<file path="src/rtl/interrupt_controller.sv">
// Interrupt controller: sticky IN/OUT/QNT pending bits, priority presentation FSM with ack handshake.
// Define INTRPT_QUANTUM_EN to build the quantum counter and the QNT (cause 11) source.
module interrupt_controller #(
  parameter int unsigned                 QUANTUM      = 10,
  parameter int unsigned                 OPCODE_WIDTH = 6,
  parameter int unsigned                 TIMER_WIDTH  = 5,
  parameter int unsigned                 PROC_WIDTH   = 2,
  parameter logic [OPCODE_WIDTH-1:0]     OPC_INPUT    = 6'b100101,
  parameter logic [OPCODE_WIDTH-1:0]     OPC_OUTPUT   = 6'b111111
) (
  input  logic                    clk,
  input  logic                    rst_n,
  input  logic [OPCODE_WIDTH-1:0] opcode,
  input  logic                    instr_valid,
  input  logic [PROC_WIDTH-1:0]   proc_num,
  input  logic                    intrpt_ack,
  output logic                    intrpt,
  output logic [1:0]              intrpt_cause,
  output logic [PROC_WIDTH-1:0]   intrpt_proc,
  output logic [TIMER_WIDTH-1:0]  timer
);

  typedef enum logic [1:0] {
    S_IDLE    = 2'd0,
    S_ASSERT  = 2'd1,
    S_RELEASE = 2'd2
  } state_t;

  state_t                r_state;
  logic                  r_intrpt;
  logic [1:0]            r_cause;
  logic [PROC_WIDTH-1:0] r_proc;

  logic                  r_pend_in, r_pend_out, r_pend_qnt;
  logic [PROC_WIDTH-1:0] r_proc_in, r_proc_out, r_proc_qnt;

  logic w_ev_in, w_ev_out, w_ev_qnt;
  logic w_serve, w_clr_in, w_clr_out, w_clr_qnt;

  assign w_ev_in  = instr_valid && (opcode == OPC_INPUT);
  assign w_ev_out = instr_valid && (opcode == OPC_OUTPUT);

  assign w_serve   = (r_state == S_ASSERT) && intrpt_ack;
  assign w_clr_in  = w_serve && (r_cause == 2'b01);
  assign w_clr_out = w_serve && (r_cause == 2'b10);
  assign w_clr_qnt = w_serve && (r_cause == 2'b11);

`ifdef INTRPT_QUANTUM_EN
  localparam logic [TIMER_WIDTH-1:0] LP_QLAST = TIMER_WIDTH'(QUANTUM - 1);

  logic [TIMER_WIDTH-1:0] r_timer;
  logic                   w_count, w_wrap;

  // Only retiring non-I/O work of a user process, observed while idle, consumes the slice.
  assign w_count = instr_valid && !w_ev_in && !w_ev_out &&
                   (proc_num != '0) && (r_state == S_IDLE);
  assign w_wrap  = w_count && (r_timer == LP_QLAST);

  always_ff @(posedge clk or negedge rst_n) begin
    if (!rst_n) begin
      r_timer <= '0;
    end else if (w_ev_in || w_ev_out || w_wrap) begin
      r_timer <= '0;
    end else if (w_count) begin
      r_timer <= r_timer + 1'b1;
    end
  end

  assign w_ev_qnt = w_wrap;
  assign timer    = r_timer;
`else
  logic w_unused_cfg;
  assign w_unused_cfg = ^QUANTUM;
  assign w_ev_qnt     = 1'b0;
  assign timer        = '0;
`endif

  // A new event on the service edge re-arms its bit, so set takes priority over clear.
  always_ff @(posedge clk or negedge rst_n) begin
    if (!rst_n) begin
      r_pend_in  <= 1'b0;
      r_pend_out <= 1'b0;
      r_pend_qnt <= 1'b0;
      r_proc_in  <= '0;
      r_proc_out <= '0;
      r_proc_qnt <= '0;
    end else begin
      r_pend_in  <= (r_pend_in  && !w_clr_in)  || w_ev_in;
      r_pend_out <= (r_pend_out && !w_clr_out) || w_ev_out;
      r_pend_qnt <= (r_pend_qnt && !w_clr_qnt) || w_ev_qnt;
      if (w_ev_in)  r_proc_in  <= proc_num;
      if (w_ev_out) r_proc_out <= proc_num;
      if (w_ev_qnt) r_proc_qnt <= proc_num;
    end
  end

  always_ff @(posedge clk or negedge rst_n) begin
    if (!rst_n) begin
      r_state  <= S_IDLE;
      r_intrpt <= 1'b0;
      r_cause  <= 2'b00;
      r_proc   <= '0;
    end else begin
      unique case (r_state)
        S_IDLE: begin
          if (r_pend_in) begin
            r_state  <= S_ASSERT;
            r_intrpt <= 1'b1;
            r_cause  <= 2'b01;
            r_proc   <= r_proc_in;
          end else if (r_pend_out) begin
            r_state  <= S_ASSERT;
            r_intrpt <= 1'b1;
            r_cause  <= 2'b10;
            r_proc   <= r_proc_out;
          end else if (r_pend_qnt) begin
            r_state  <= S_ASSERT;
            r_intrpt <= 1'b1;
            r_cause  <= 2'b11;
            r_proc   <= r_proc_qnt;
          end
        end
        S_ASSERT: begin
          if (intrpt_ack) begin
            r_state  <= S_RELEASE;
            r_intrpt <= 1'b0;
            r_cause  <= 2'b00;
          end
        end
        S_RELEASE: begin
          if (!intrpt_ack) r_state <= S_IDLE;
        end
        default: begin
          r_state  <= S_IDLE;
          r_intrpt <= 1'b0;
          r_cause  <= 2'b00;
        end
      endcase
    end
  end

  assign intrpt       = r_intrpt;
  assign intrpt_cause = r_cause;
  assign intrpt_proc  = r_proc;

endmodule

</file>
<file path="config.mk">
export PLATFORM = sky130hd
export DESIGN_NAME = interrupt_controller
export DESIGN_NICKNAME = d
export VERILOG_FILES = /design/src/rtl/interrupt_controller.sv
export SDC_FILE = /design/constraint.sdc
export NUM_CORES = 1
export LEC_CHECK = 0
export CAP_MARGIN = 20
export CORE_MARGIN = 2
export CORE_UTILIZATION = 40
export CTS_BUF_LIST = sky130_fd_sc_hd__clkbuf_8
export DETAILED_ROUTE_END_ITERATION = 6
export GPL_ROUTABILITY_DRIVEN = 0
export GPL_TIMING_DRIVEN = 1
export PLACE_DENSITY_LB_ADDON = 0.12
export SLEW_MARGIN = 20
export SYNTH_ARGS = -nofsm -noshare
export SYNTH_HDL_FRONTEND = slang
export SYNTH_SLANG_ARGS = --single-unit
</file>
<file path="constraint.sdc">
create_clock -name clk -period 1.27 [get_ports clk]
set_input_delay 0.127 -clock clk [delete_from_list [all_inputs] [get_ports clk]]
set_output_delay 0.127 -clock clk [all_outputs]
set_load 0.01 [all_outputs]
</file>
==> flow_summary.toml, run 1 <==
[sta]
fin_setup_tns_ns = 0
skew_ns = 0.00310
finalMaxSlewViolations = 0
max_freq_ghz = 0.809
rsz0062_at_grt = "yes"
finalHoldViolCount = 0
setup_viol = 0
setup_ws_ns = 0.0338
period_share_pct = 97.3
fin_crit_ns = 1.24

[clock_network]
path_clk_slew_ns = 0.06
clk_latency_ns = 0.25
numCtsBuffers = 3
clock_sinks = 14
cts_root_buffer = "clkbuf_8"
htreeDepth = 1
clockBufferDepth = 2
tritoncts = "built"

[worst_setup_path]
critPathKind = "flip-flop to flip-flop"
arrival_ns = 1.37
critPathTopFamily = "flip-flops"
critPathBufInv = 2
cpPeakStageDelay_ns = 0.39
r2r_slack_ns = 0.03
worst_path_most_repeated_cell = "buf_4"
crit_chain = "buf_4 -> buf_4 -> a22o_1 -> mux2_4"
crit_fanout = 6
cp_slowest_cell = "dfrtp_1"
startpoint_type = "flip-flop"
end_kind = "flip-flop"
critical_path_required_ns = 1.40

[logic_synthesis]
syn-instance-count = 58
yosys_warnings = 0
ys_types = 26
ys_ff_latch = 14
syn_avg_cell_area_sq_um = 11.4
synth_ff_type = "dfrtp_1"
ys_seq_area_share_pct = 52.9
netlist_area_sq_um = 662
synthArstFlopShare_pct = 100
synth_edf_count = 0

[pwr]
clkPwrFrac_pct = 21.6
leakagePower_nw = 0.513
p_int_w = 0.00137
p_per_area_nw_per_um2 = 2100
seqPwrFrac_pct = 36.8
power_switching_w = 0.000653
ir_worst_vdd_mv = 1.30
total_power_w = 0.00202
switching_share_pct = 32.3
combPwrFrac_pct = 41.5

[place]
placed_cells_incl_taps = 96
place_worst_setup_slack_ns = -0.344
port_buffers = 16
hpwl_um = 973

[die]
die_area_sq_um = 2000
dieHeight_um = 44.7
start_util_pct = 43.4
io_pins = 22
rows = 14
core_area_sq_um = 1520
die_w_um = 44.7

[final_layout]
diodes = 0
layout-drive-gt1-share_pct = 29.1
syn2layout_area_growth_pct = 45.6
fin_nets = 99
final_cells = 102
final_common_cell = "dfrtp_1"
final_cell_mix = "13 x dfrtp_1, 10 x buf_4, 8 x dlygate4sd2_1"
fillers = 139

[global_routing]
grt_pass1_vias = 549
grt_pass1_wl_um = 2290
antenna_found_initial = 0
grt_max_degree = 15
grtUsageTotal_pct = 17.0
gr-total-overflow = 0

[routing]
drtAntennaViolNets = 0
drtIter0Drc = 6
wl_per_cell_um = 13.7
drc = 0
vias = 519
finalWirelength_um = 1400
drt-pass1-iter-count = 4
via_per_inst = 5.09

[flow_run]
maxCapViolations = 0

[min_path]
hp-class = "input pin to async pin"

[run_status]
status = "complete, no violations"
-- what timing repair did --
action | in CTS | in global routing
resized for setup | 8 | 8
buffers inserted | 1 | 2
hold buffers | 0 | 0
setup endpoints to repair | 4 | 6
pin swaps | 2 | 2
-- synthesized netlist by cell type, types with 2 or more instances --
| cell | instances | share of area (%) |
|---|---|---|
| buf_4 | 5 | 5.7 |
| mux2_4 | 2 | 4.5 |
| mux2_2 | 4 | 6.8 |
| nor2_1 | 2 | 1.1 |
| nand4b_1 | 2 | 2.6 |
| nand2_1 | 5 | 2.8 |
| dfrtp_1 | 14 | 53 |
| o21ai_0 | 6 | 4.5 |
-- path summary, 6_finish.rpt --
| kind | from | end | cells after the start |
|---|---|---|---|
| worst max-delay path | r_pend_in$_DFF_PN0_ | intrpt_proc[1]$_DFFE_PN0P_ | 4 |
| worst min-delay path | rst_n | r_pend_qnt$_DFF_PN0_ | 2 |
| worst max register to register | r_pend_in$_DFF_PN0_ | intrpt_proc[1]$_DFFE_PN0P_ | 4 |
| worst min register to register | intrpt$_DFFE_PN0P_ | intrpt$_DFFE_PN0P_ | 1 |
| max in group asynchronous | rst_n | r_state[0]$_DFFE_PN0P_ | 2 |
| min in group clk | opcode[1] | r_pend_out$_DFF_PN0_ | 3 |
-- final cells by class --
class	instances	area (sq um)	area share, %
Inverter	1	3.75	0.390
Timing Repair Buffer	26	233	24.2
Multi-Input combinational cell	41	300	31.2
Tap cell	16	20.0	2.08
Sequential cell	14	352	36.5
Clock buffer	4	55.1	5.71
-- worst reg2reg max path: cells and delay by family, from the launching register on --
kind            cells  cell delay [ns]
flops               1             0.39
buf+inv             2             0.28
mux                 1             0.25
compound gates      1             0.20
-- state kept, by name, summed over array words and instances (netlist names) --
signal        cells
intrpt_cause      2
intrpt_proc       2
r_proc_in         2
r_proc_out        2
r_state           2
intrpt            1
r_pend_in         1
r_pend_out        1
r_pend_qnt        1
-- logic make-up (layout without fill, tap and decap cells) --
group	count (synthesis)	count (layout)	synth area share (%)
AO/OA/AOI/OAI	10	10	9.64
XOR/XNOR	1	1	1.32
buffers and inverters	7	31	6.80
flip-flops	14	14	52.9
multiplexers	6	6	11.3
other	1	5	0.567
AND/OR/NAND/NOR	19	19	17.4
-- metrics by stage --
stage          hold WS [ns]  util (%)  instance area (sq um)
2_1_floorplan        -0.169         -                    683
3_3_place_gp          0.459      57.9                    882
3_5_place_dp          0.457      57.9                    882
4_1_cts               0.192      61.3                    935
5_1_grt               0.209      63.2                    963
6_report              0.186      63.2                    963
-- per-layer routing --
layer | track usage (%) | part of all wire, %
met3 | 6.53 | 5.5
met4 | 9.09 | 2.7
met5 | 0 | 0
met1 | 20.6 | 45
met2 | 25.8 | 47
-- power by group through the flow --
| stage | sequential (W) | clock (W) | combinational, W |
|---|---|---|---|
| 2_1_floorplan | 0.000762 | 0 | 0.000392 |
| 3_3_place_gp | 0.000747 | 0 | 0.000813 |
| 3_5_place_dp | 0.000746 | 0 | 0.000826 |
| 4_1_cts | 0.000741 | 0.000452 | 0.000802 |
| 5_1_grt | 0.000761 | 0.000479 | 0.000928 |
| 6_report | 0.000745 | 0.000437 | 0.000840 |
Note: power is estimated with default switching activity, not from simulation.
==> inputs of run 2 (changes only) <==
CORE_UTILIZATION = 41   (was 40)
==> run 2 against run 1 <==
Core utilization increased by 1.1 points. Fmax is 1.1% higher. Clock power down 19%. Clock skew shrank 0.00067 ns. Combinational power increased by 12%. Total power rose by 0.54%. Routed wire length shrank 6.4%. Final cell count stayed put. Hold slack improved by 0.011 ns. Critical path type unchanged. Largest power group unchanged.
==> flow_summary.toml, run 2 (synthesized netlist as in run 1, its figures left out) <==
[run_status]
status = "complete, no violations"

[routing]
via_per_inst = 5.15
drt-pass1-iter-count = 1
drc = 0
vias = 525
drtIter0Drc = 0
wl_per_cell_um = 12.8
finalWirelength_um = 1310
drtAntennaViolNets = 0

[place]
place_worst_setup_slack_ns = -0.336
port_buffers = 16
hpwl_um = 960

[pwr]
p_int_w = 0.00138
power_switching_w = 0.000656
combPwrFrac_pct = 46.1
leakagePower_nw = 0.514
total_power_w = 0.00203
p_per_area_nw_per_um2 = 2100
seqPwrFrac_pct = 36.4
switching_share_pct = 32.3
ir_worst_vdd_mv = 1.02
clkPwrFrac_pct = 17.5

[global_routing]
grt_max_degree = 15
grtUsageTotal_pct = 16.1
grt_pass1_wl_um = 2240
gr-total-overflow = 0
antenna_found_initial = 0
grt_pass1_vias = 519

[sta]
max_freq_ghz = 0.818
rsz0062_at_grt = "yes"
fin_hold_ws_ns = 0.196
finalMaxSlewViolations = 0
setup_ws_ns = 0.0477
finalHoldViolCount = 0
skew_ns = 0.00243
fin_crit_ns = 1.22
setup_viol = 0
period_share_pct = 96.2

[clock_network]
cts_root_buffer = "clkbuf_8"
path_clk_slew_ns = 0.06
tritoncts = "built"
htreeDepth = 1
clk_latency_ns = 0.24
clock_sinks = 14
numCtsBuffers = 3
cts_hold_buf = 0
clockBufferDepth = 2

[worst_setup_path]
cp_slowest_cell = "dfrtp_1"
end_kind = "flip-flop"
crit_chain = "nor3_2 -> nor3_4 -> buf_4 -> o211a_1"
critical_path_required_ns = 1.40
crit_fanout = 5
arrival_ns = 1.36
critPathKind = "flip-flop to flip-flop"
critPathBufInv = 1
critPathTopFamily = "flip-flops"
cpPeakStageDelay_ns = 0.39
startpoint_type = "flip-flop"

[die]
rows = 14
die_w_um = 44.2
core_area_sq_um = 1510
die_area_sq_um = 1950
start_util_pct = 43.9
dieHeight_um = 44.2
io_pins = 22

[final_layout]
layout-drive-gt1-share_pct = 30.2
final_cell_mix = "13 x dfrtp_1, 10 x buf_4, 8 x dlygate4sd2_1"
fin_nets = 100
final_common_cell = "dfrtp_1"
multiInputGateArea_sq_um = 308
fillers = 134
seq_area_sq_um = 352
diodes = 0
syn2layout_area_growth_pct = 46.3

[min_path]
hp-class = "input pin to async pin"

[flow_run]
maxCapViolations = 0
run 2: changes by cell type in the layout (fill, tap and decap cells not counted), sizes merged:
cell    delta
clkbuf     -1
buf        +1
run 2: stage by stage:
stage                     util, %  TNS [ns]  instances  area (sq um)
after floorplan                 -         0         62           683
after CTS                    61.6         0        101           928
after global placement       59.1     -1.16         97           890
after detailed placement     59.1     -1.21         97           890
after global routing         64.3   -0.0114        102           968
final                        64.3         0        102           968
run 2: path summary, 6_finish.rpt:
kind                                               endpoint  slack (ns)                  from  cells after the start
worst max-delay path            intrpt_cause[1]$_DFFE_PN0P_        0.05  r_pend_qnt$_DFF_PN0_                      4
worst min-delay path            intrpt_cause[1]$_DFFE_PN0P_        0.20                 rst_n                      2
worst max register to register  intrpt_cause[1]$_DFFE_PN0P_        0.05  r_pend_qnt$_DFF_PN0_                      4
worst min register to register           intrpt$_DFFE_PN0P_        0.48    intrpt$_DFFE_PN0P_                      1
max in group asynchronous            r_state[1]$_DFFE_PN0P_        0.89                 rst_n                      2
min in group clk                        r_pend_in$_DFF_PN0_        0.33             opcode[3]                      3
run 2: timing repair:
item,CTS,global route
gates resized for setup,8,11
buffers inserted,1,2
endpoints found under the setup margin,4,6
pin swaps,2,2
run 2: layout make-up:
class | count | area share [%]
Timing Repair Buffer | 27 | 25.2
Tap cell | 16 | 2.07
Sequential cell | 14 | 36.3
Inverter | 1 | 0.388
Clock buffer | 3 | 4.26
Multi-Input combinational cell | 41 | 31.8
run 2: routing by layer:
| metal | up-vias | global-route usage [%] | share of wire [%] |
|---|---|---|---|
| met3 | 4 | 4.08 | 4.4 |
| met1 | 259 | 21.1 | 49 |
| met4 | 0 | 9.09 | 2.1 |
| met5 | - | 0 | 0 |
| li1 | 250 | - | - |
| met2 | 12 | 24.4 | 44 |
run 2: power groups by stage:
| stage | Combinational, W | Clock, W | Sequential (W) |
|---|---|---|---|
| after floorplan | 0.000392 | 0 | 0.000762 |
| after CTS | 0.000856 | 0.000367 | 0.000730 |
| final | 0.000937 | 0.000356 | 0.000739 |
| after detailed placement | 0.000844 | 0 | 0.000745 |
| after global placement | 0.000832 | 0 | 0.000740 |
| after global routing | 0.00103 | 0.000380 | 0.000761 |
run 2: worst reg2reg max path, stage by stage, from the launching register on:
cell,delay [ns]
dfrtp_1,0.39
nor3_2,0.28
nor3_4,0.10
buf_4,0.15
o211a_1,0.19
==> inputs of run 3 (changes only) <==
MAX_ROUTING_LAYER = met4   (was not set)
==> results of run 3 <==
Final layout, timing and power as in run 2 (identical DEF).
Main changes from that run: wire length of the first global-routing pass 2240 um -> 2230 um; via count of the first global-routing pass 519 -> 517; overall routing resource usage 16.1% -> 16.6%; met1 usage 21.1% -> 21.3%; met3 usage 4.08% -> 3.67%
